## config.mk

```make
export PLATFORM = sky130hd
export DESIGN_NAME = varredura_matriz_param
export DESIGN_NICKNAME = d
export VERILOG_FILES = /design/src/rtl/varredura_matriz_param.sv
export SDC_FILE = /design/constraint.sdc
export NUM_CORES = 1
export LEC_CHECK = 0
export ABC_AREA = 0
export CAP_MARGIN = 40
export CORE_ASPECT_RATIO = 0.75
export CORE_UTILIZATION = 62
export DETAILED_ROUTE_END_ITERATION = 8
export GPL_ROUTABILITY_DRIVEN = 0
export GPL_TIMING_DRIVEN = 1
export PLACE_DENSITY = 0.83
export SETUP_SLACK_MARGIN = 0.5
export SYNTH_ARGS = -nofsm -noshare
export SYNTH_HDL_FRONTEND = slang
export SYNTH_SLANG_ARGS = --single-unit
```

## constraint.sdc

```tcl
create_clock -name clock_50MHz -period 7.4 [get_ports clock_50MHz]
set_input_delay 1.11 -clock clock_50MHz [delete_from_list [all_inputs] [get_ports clock_50MHz]]
set_output_delay 1.11 -clock clock_50MHz [all_outputs]
set_load 0.01 [all_outputs]
```

## src/rtl/varredura_matriz_param.sv

```systemverilog
// varredura_matriz_param: row-multiplexed LED matrix scan driver.
// Walks an active-low one-hot row select at one row per DIV clocks and
// drives active-low column data from a double-buffered frame image.
// Modes (chaves): 00 off, 01 static, 10 blink, 11 horizontal scroll.
// Optional feature macro: VARREDURA_BLANKING_EN forces linhas/colunas to all 1
// on the first cycle of every row slot to suppress ghosting.
module varredura_matriz_param #(
    parameter int LINHAS  = 7,
    parameter int COLUNAS = 5,
    parameter int DIV     = 50000,
    parameter int PERIODO = 25
) (
    input  logic                       clock_50MHz,
    input  logic                       reset,
    input  logic [1:0]                 chaves,
    input  logic [LINHAS*COLUNAS-1:0]  padrao,
    input  logic                       carregar,
    output logic [LINHAS-1:0]          linhas,
    output logic [COLUNAS-1:0]         colunas
);

    localparam int N  = LINHAS * COLUNAS;
    localparam int CW = $clog2(DIV);
    localparam int RW = $clog2(LINHAS);
    localparam int OW = $clog2(COLUNAS);
    localparam int FW = (PERIODO > 1) ? $clog2(PERIODO) : 1;

    logic [1:0]         chaves_s1, chaves_s2;
    logic [CW-1:0]      cnt;
    logic [RW-1:0]      linha;
    logic [FW-1:0]      quadro;
    logic               fase;
    logic [OW-1:0]      desloc;
    logic [N-1:0]       sombra, ativo;
    logic [COLUNAS-1:0] linha_bits;
    logic [LINHAS-1:0]  linhas_d;
    logic [COLUNAS-1:0] colunas_d;
    logic               ligado, tick, fronteira, fim_periodo;

    // Any non-zero synchronised mode keeps the scan running.
    assign ligado      = (chaves_s2 != 2'b00);
    assign tick        = ligado && (cnt == CW'(DIV - 1));
    assign fronteira   = tick && (linha == RW'(LINHAS - 1));
    assign fim_periodo = fronteira && (quadro == FW'(PERIODO - 1));

    // Two-flop synchroniser for the asynchronous mode switches.
    always_ff @(posedge clock_50MHz or posedge reset) begin
        if (reset) begin
            chaves_s1 <= 2'b00;
            chaves_s2 <= 2'b00;
        end else begin
            chaves_s1 <= chaves;
            chaves_s2 <= chaves_s1;
        end
    end

    // Prescaler and row counter; both parked at 0 while the mode is off.
    always_ff @(posedge clock_50MHz or posedge reset) begin
        if (reset) begin
            cnt   <= '0;
            linha <= '0;
        end else if (!ligado) begin
            cnt   <= '0;
            linha <= '0;
        end else if (tick) begin
            cnt   <= '0;
            linha <= fronteira ? '0 : linha + 1'b1;
        end else begin
            cnt   <= cnt + 1'b1;
        end
    end

    // Frame counter, blink phase and scroll offset, stepped at frame boundaries.
    always_ff @(posedge clock_50MHz or posedge reset) begin
        if (reset) begin
            quadro <= '0;
            fase   <= 1'b0;
            desloc <= '0;
        end else if (!ligado) begin
            quadro <= '0;
            fase   <= 1'b0;
            desloc <= '0;
        end else if (fim_periodo) begin
            quadro <= '0;
            fase   <= ~fase;
            desloc <= (desloc == OW'(COLUNAS - 1)) ? '0 : desloc + 1'b1;
        end else if (fronteira) begin
            quadro <= quadro + 1'b1;
        end
    end

    // Double buffer: shadow captures padrao, active takes the old shadow at
    // the frame boundary so a frame is never torn.
    always_ff @(posedge clock_50MHz or posedge reset) begin
        if (reset) begin
            sombra <= '0;
            ativo  <= '0;
        end else begin
            if (carregar)  sombra <= padrao;
            if (fronteira) ativo  <= sombra;
        end
    end

    // Pixels of the row currently being scanned.
    always_comb begin
        linha_bits = '0;
        for (int r = 0; r < LINHAS; r++) begin
            if (linha == RW'(r)) linha_bits = ativo[r*COLUNAS +: COLUNAS];
        end
    end

    // Next output values from the current row and mode state.
    always_comb begin
        logic [OW:0] soma;
        linhas_d  = '1;
        colunas_d = '1;
        soma      = '0;
        if (ligado) begin
            for (int i = 0; i < LINHAS; i++) begin
                linhas_d[i] = (linha != RW'(i));
            end
            case (chaves_s2)
                2'b01:   colunas_d = ~linha_bits;
                2'b10:   colunas_d = fase ? '1 : ~linha_bits;
                default: begin
                    for (int c = 0; c < COLUNAS; c++) begin
                        soma = (OW+1)'(c) + {1'b0, desloc};
                        if (soma >= (OW+1)'(COLUNAS)) soma = soma - (OW+1)'(COLUNAS);
                        colunas_d[c] = ~linha_bits[soma[OW-1:0]];
                    end
                end
            endcase
`ifdef VARREDURA_BLANKING_EN
            if (cnt == '0) begin
                linhas_d  = '1;
                colunas_d = '1;
            end
`endif
        end
    end

    // Registered matrix outputs; all dark in reset.
    always_ff @(posedge clock_50MHz or posedge reset) begin
        if (reset) begin
            linhas  <= '1;
            colunas <= '1;
        end else begin
            linhas  <= linhas_d;
            colunas <= colunas_d;
        end
    end

endmodule

```

==> run_results.csv <==
group,metric,value,unit
run_status,outcome,"complete, no violations",
clock_network,cts_tree,"built",
worst_setup_path,crit_chain,"inv_1 > ha_1 > a21oi_1 > a221oi_2 > o221ai_1 > nand2_1 > o21ai_0 > a2111oi_1 > o31ai_1",
timing,relSlewSlack,45.7,%
global_route,antenna_found_initial,0,
power,p_per_area,240,mW/mm^2
global_route,first_global_vias,4218,
timing,worstMarginPinSlew,0.814,ns
worst_setup_path,cp.arrival,3.39,ns
worst_setup_path,r2r_start,"linha[0]",
timing,period_minus_slack,3.07,ns
placed_design,port_buffers,51,
finish,antenna_cells,0,
hold_path,worstHoldPathType,"register to register",
timing,maxSlewViolCount,0,
synth,synth_nets,554,
power,p_leak,3.03,nW
global_route,grt_start_max_net_pins,55,
global_route,grt_pass1_wl,21300,um
finish,num-nets-final,605,
routing,first_iter_violations,338,
worst_setup_path,worstPathMaxFanout,22,
finish,fillCellCount,501,
global_route,grt_busiest_layer,"met2",
global_route,grt_util_met2,47.0,%
hold_path,whs_endpoint,"chaves_s2[1]",
worst_setup_path,critical_path.max_stage_delay,0.70,ns
timing,fin_skew,0.00955,ns
finish,layout_commonest_cell,"dfrtp_1",
hold_path,whs_path_depth,0,
worst_setup_path,required,7.72,ns
power,pwr-share-clk,53.2,%
die,design.die.area,0.00958,mm^2
timing,finalSetupViolations,0,
placed_design,dp_cells,633,
global_route,grt_overflow,0,
die,ios,52,
synth,synth_edf_count,0,
worst_setup_path,critPathTopFamily,"compound AO/OA/AOI/OAI gates",
synth,avgSynthCellArea,11.6,um^2
clock_network,cts_resized,0,
synth,synth_cell_types,64,
die,row_count,29,
die,initial_core_util,65.7,%
hold_path,hp-start,"chaves_s1[1]",
clock_network,cts_buffers,17,
run,drv_cap,0,
worst_setup_path,crit_path_end_kind,"register",
global_route,met1_usage,38.3,%
routing,wire_per_inst,19.1,um
timing,rsz0062_at_grt,"no",
worst_setup_path,crit_path_top_delay_cell,"ha_1",
synth,syn_inst,493,
die,die-width,113,um
finish,drive_above_1_share,25.1,%
synth,ys.flop_type,"dfrtp_1",
power,p_int,1.30,mW
routing,first_pass_iters,6,
global_route,grt_util_all_layers,29.6,%
worst_setup_path,rrSetupSlack,4.33,ns
synth,synth_seq_cells,114,
synth,synth-seq-area-share,50.4,%
finish,final_cell_mix,"dfrtp_1, mux2_2, clkdlybuf4s50_1, nand2_1, nor2_1",
routing,drcViolationCount,0,
clock_network,clk_pin_slew,0.05,ns
routing,vias,4095,
finish,area_delta_synth_final,21.9,%
worst_setup_path,worst-r2r-cell-count,9,
routing,wirelength,12700,um
routing,vias_per_cell,6.16,
power,peakVddDrop,0.000173,V
power,swShare,21.7,%
timing,hold_viol,0,
worst_setup_path,start_kind,"register",
worst_setup_path,regToRegEndpoint,"colunas[1]",
clock_network,cts_hold_buf,0,
clock_network,cts_buffer_depth,2,
synth,netlist_area,0.00569,mm^2
clock_network,cts_setup_buffers,0,
clock_network,root_buffer,"clkbuf_16",
routing,final_antenna_net_count,0,
timing,max_freq,0.326,GHz
worst_setup_path,path_buf_inv,1,
timing,final.setup.tns,0,ns
clock_network,clkLatencyLatePin,0.42,ns
placed_design,hpwlAfterDp,8120,um
global_route,use_met3,7.86,%
power,power_frac_comb,5.9,%
die,die_y,85.0,um
synth,async_reset_ff_share,100,%
clock_network,cts_max_level,4,
power,p_sw,0.361,mW
clock_network,clock-sinks,114,
power,p_seq_share,40.9,%
worst_setup_path,crit_type,"register to register",
die,coreArea,0.00867,mm^2
synth,ys_warn_count,0,
timing,min_period_over_period,41.5,%
finish,finalNonFillerCells,665,
[layout make-up]
class / instances / area [um^2] / share of cell area (%)
clock buffers: 20 / 467 / 6.72
well taps: 108 / 135 / 1.95
inverters: 19 / 73.8 / 1.06
repair buffers: 55 / 581 / 8.36
flip-flops and latches: 114 / 2870 / 41.3
clock inverters: 12 / 179 / 2.58
multi-input cells: 337 / 2640 / 38.0
[through the flow]
| step | total power, mW | area (um^2) | util, % | worst slack [ns] | hold slack [ns] |
|---|---|---|---|---|---|
| after CTS | 1.67 | 6940 | 80.1 | 4.40 | 0.357 |
| final | 1.66 | 6940 | 80.1 | 4.33 | 0.354 |
| after floorplan | 0.738 | 5690 | - | 3.29 | 0.331 |
| after global routing | 1.71 | 6940 | 80.1 | 4.11 | 0.371 |
| after detailed placement | 0.786 | 6300 | 72.6 | 4.42 | 0.349 |
| after global placement | 0.777 | 6240 | 72.0 | 4.50 | 0.335 |
[cells in the mapped netlist (2+ instances only)]
library cell / count / area (um^2)
a21oi_1: 22 / 110
a221oi_1: 2 / 17.5
a221oi_2: 2 / 30.0
a22o_1: 3 / 26.3
a22oi_1: 3 / 22.5
a31oi_1: 6 / 37.5
a32oi_2: 2 / 32.5
and3_1: 6 / 37.5
buf_1: 3 / 11.3
buf_2: 8 / 40.0
buf_4: 3 / 22.5
clkbuf_1: 8 / 30.0
dfrtp_1: 102 / 2550
dfstp_2: 12 / 315
ha_1: 20 / 250
inv_1: 18 / 67.6
mux2_2: 72 / 811
mux2i_1: 4 / 40.0
mux4_2: 2 / 45.0
nand2_1: 33 / 124
nand2b_1: 4 / 25.0
nand3_1: 11 / 55.1
nand3b_1: 5 / 37.5
nand4_1: 4 / 25.0
nor2_1: 31 / 116
nor2b_1: 14 / 87.6
nor3b_1: 6 / 45.0
nor4b_1: 2 / 17.5
nor4bb_1: 2 / 20.0
o21ai_0: 10 / 50.1
o21ai_1: 7 / 35.0
o21ai_2: 2 / 17.5
o22ai_1: 5 / 31.3
o31ai_1: 8 / 60.1
or2_2: 3 / 18.8
or3_1: 2 / 12.5
xnor2_1: 10 / 87.6
xor2_1: 10 / 87.6
[power groups by stage]
stage                     combinational (mW)  sequential [mW]  clock (mW)
after floorplan                       0.0548            0.683           0
after global placement                0.0911            0.686           0
after detailed placement              0.0979            0.688           0
after CTS                              0.100            0.679       0.894
after global routing                   0.108            0.683       0.923
final                                 0.0987            0.681       0.886
[flip-flops by register name, summed over array words and instances, names as in the netlist]
signal     cells
ativo         35
sombra        35
cnt           16
linhas         7
colunas        5
quadro         5
desloc         3
linha          3
chaves_s1      2
chaves_s2      2
fase           1
[worst reg2reg max path, cell delays in order (launching register included)]
cell	delay, ns
dfrtp_1	0.41
inv_1	0.13
ha_1	0.70
a21oi_1	0.14
a221oi_2	0.36
o221ai_1	0.42
nand2_1	0.17
o21ai_0	0.09
a2111oi_1	0.42
o31ai_1	0.15
[per-layer routing]
metal  routed length, um  part of all wire, %
met3                 707                  5.6
met4                 339                  2.7
met5                   0                    0
met2                6070                   48
met1                5570                   44
[cells by family (layout without fill, tap and decap cells)]
family | count (synthesis) | in the layout | synth area share (%)
simple gates | 134 | 134 | 12.6
flops | 114 | 114 | 50.4
compound gates | 84 | 84 | 10.2
mux | 78 | 78 | 15.7
buf+inv | 42 | 106 | 3.27
fa+ha+maj | 21 | 21 | 4.75
xor+xnor | 20 | 20 | 3.08
[worst max-delay path by stage]
stage               slack [ns]  startpoint          to  cells after the start
floorplan                 3.29       reset    ativo[0]                      1
global placement          4.50    linha[0]   quadro[0]                      7
detailed placement        4.42   desloc[0]  colunas[3]                      8
CTS                       4.40    linha[0]  colunas[1]                      9
global route              4.11    linha[1]  colunas[1]                      9
finish                    4.33    linha[0]  colunas[1]                      9
Note: power is estimated with default switching activity, not from simulation.
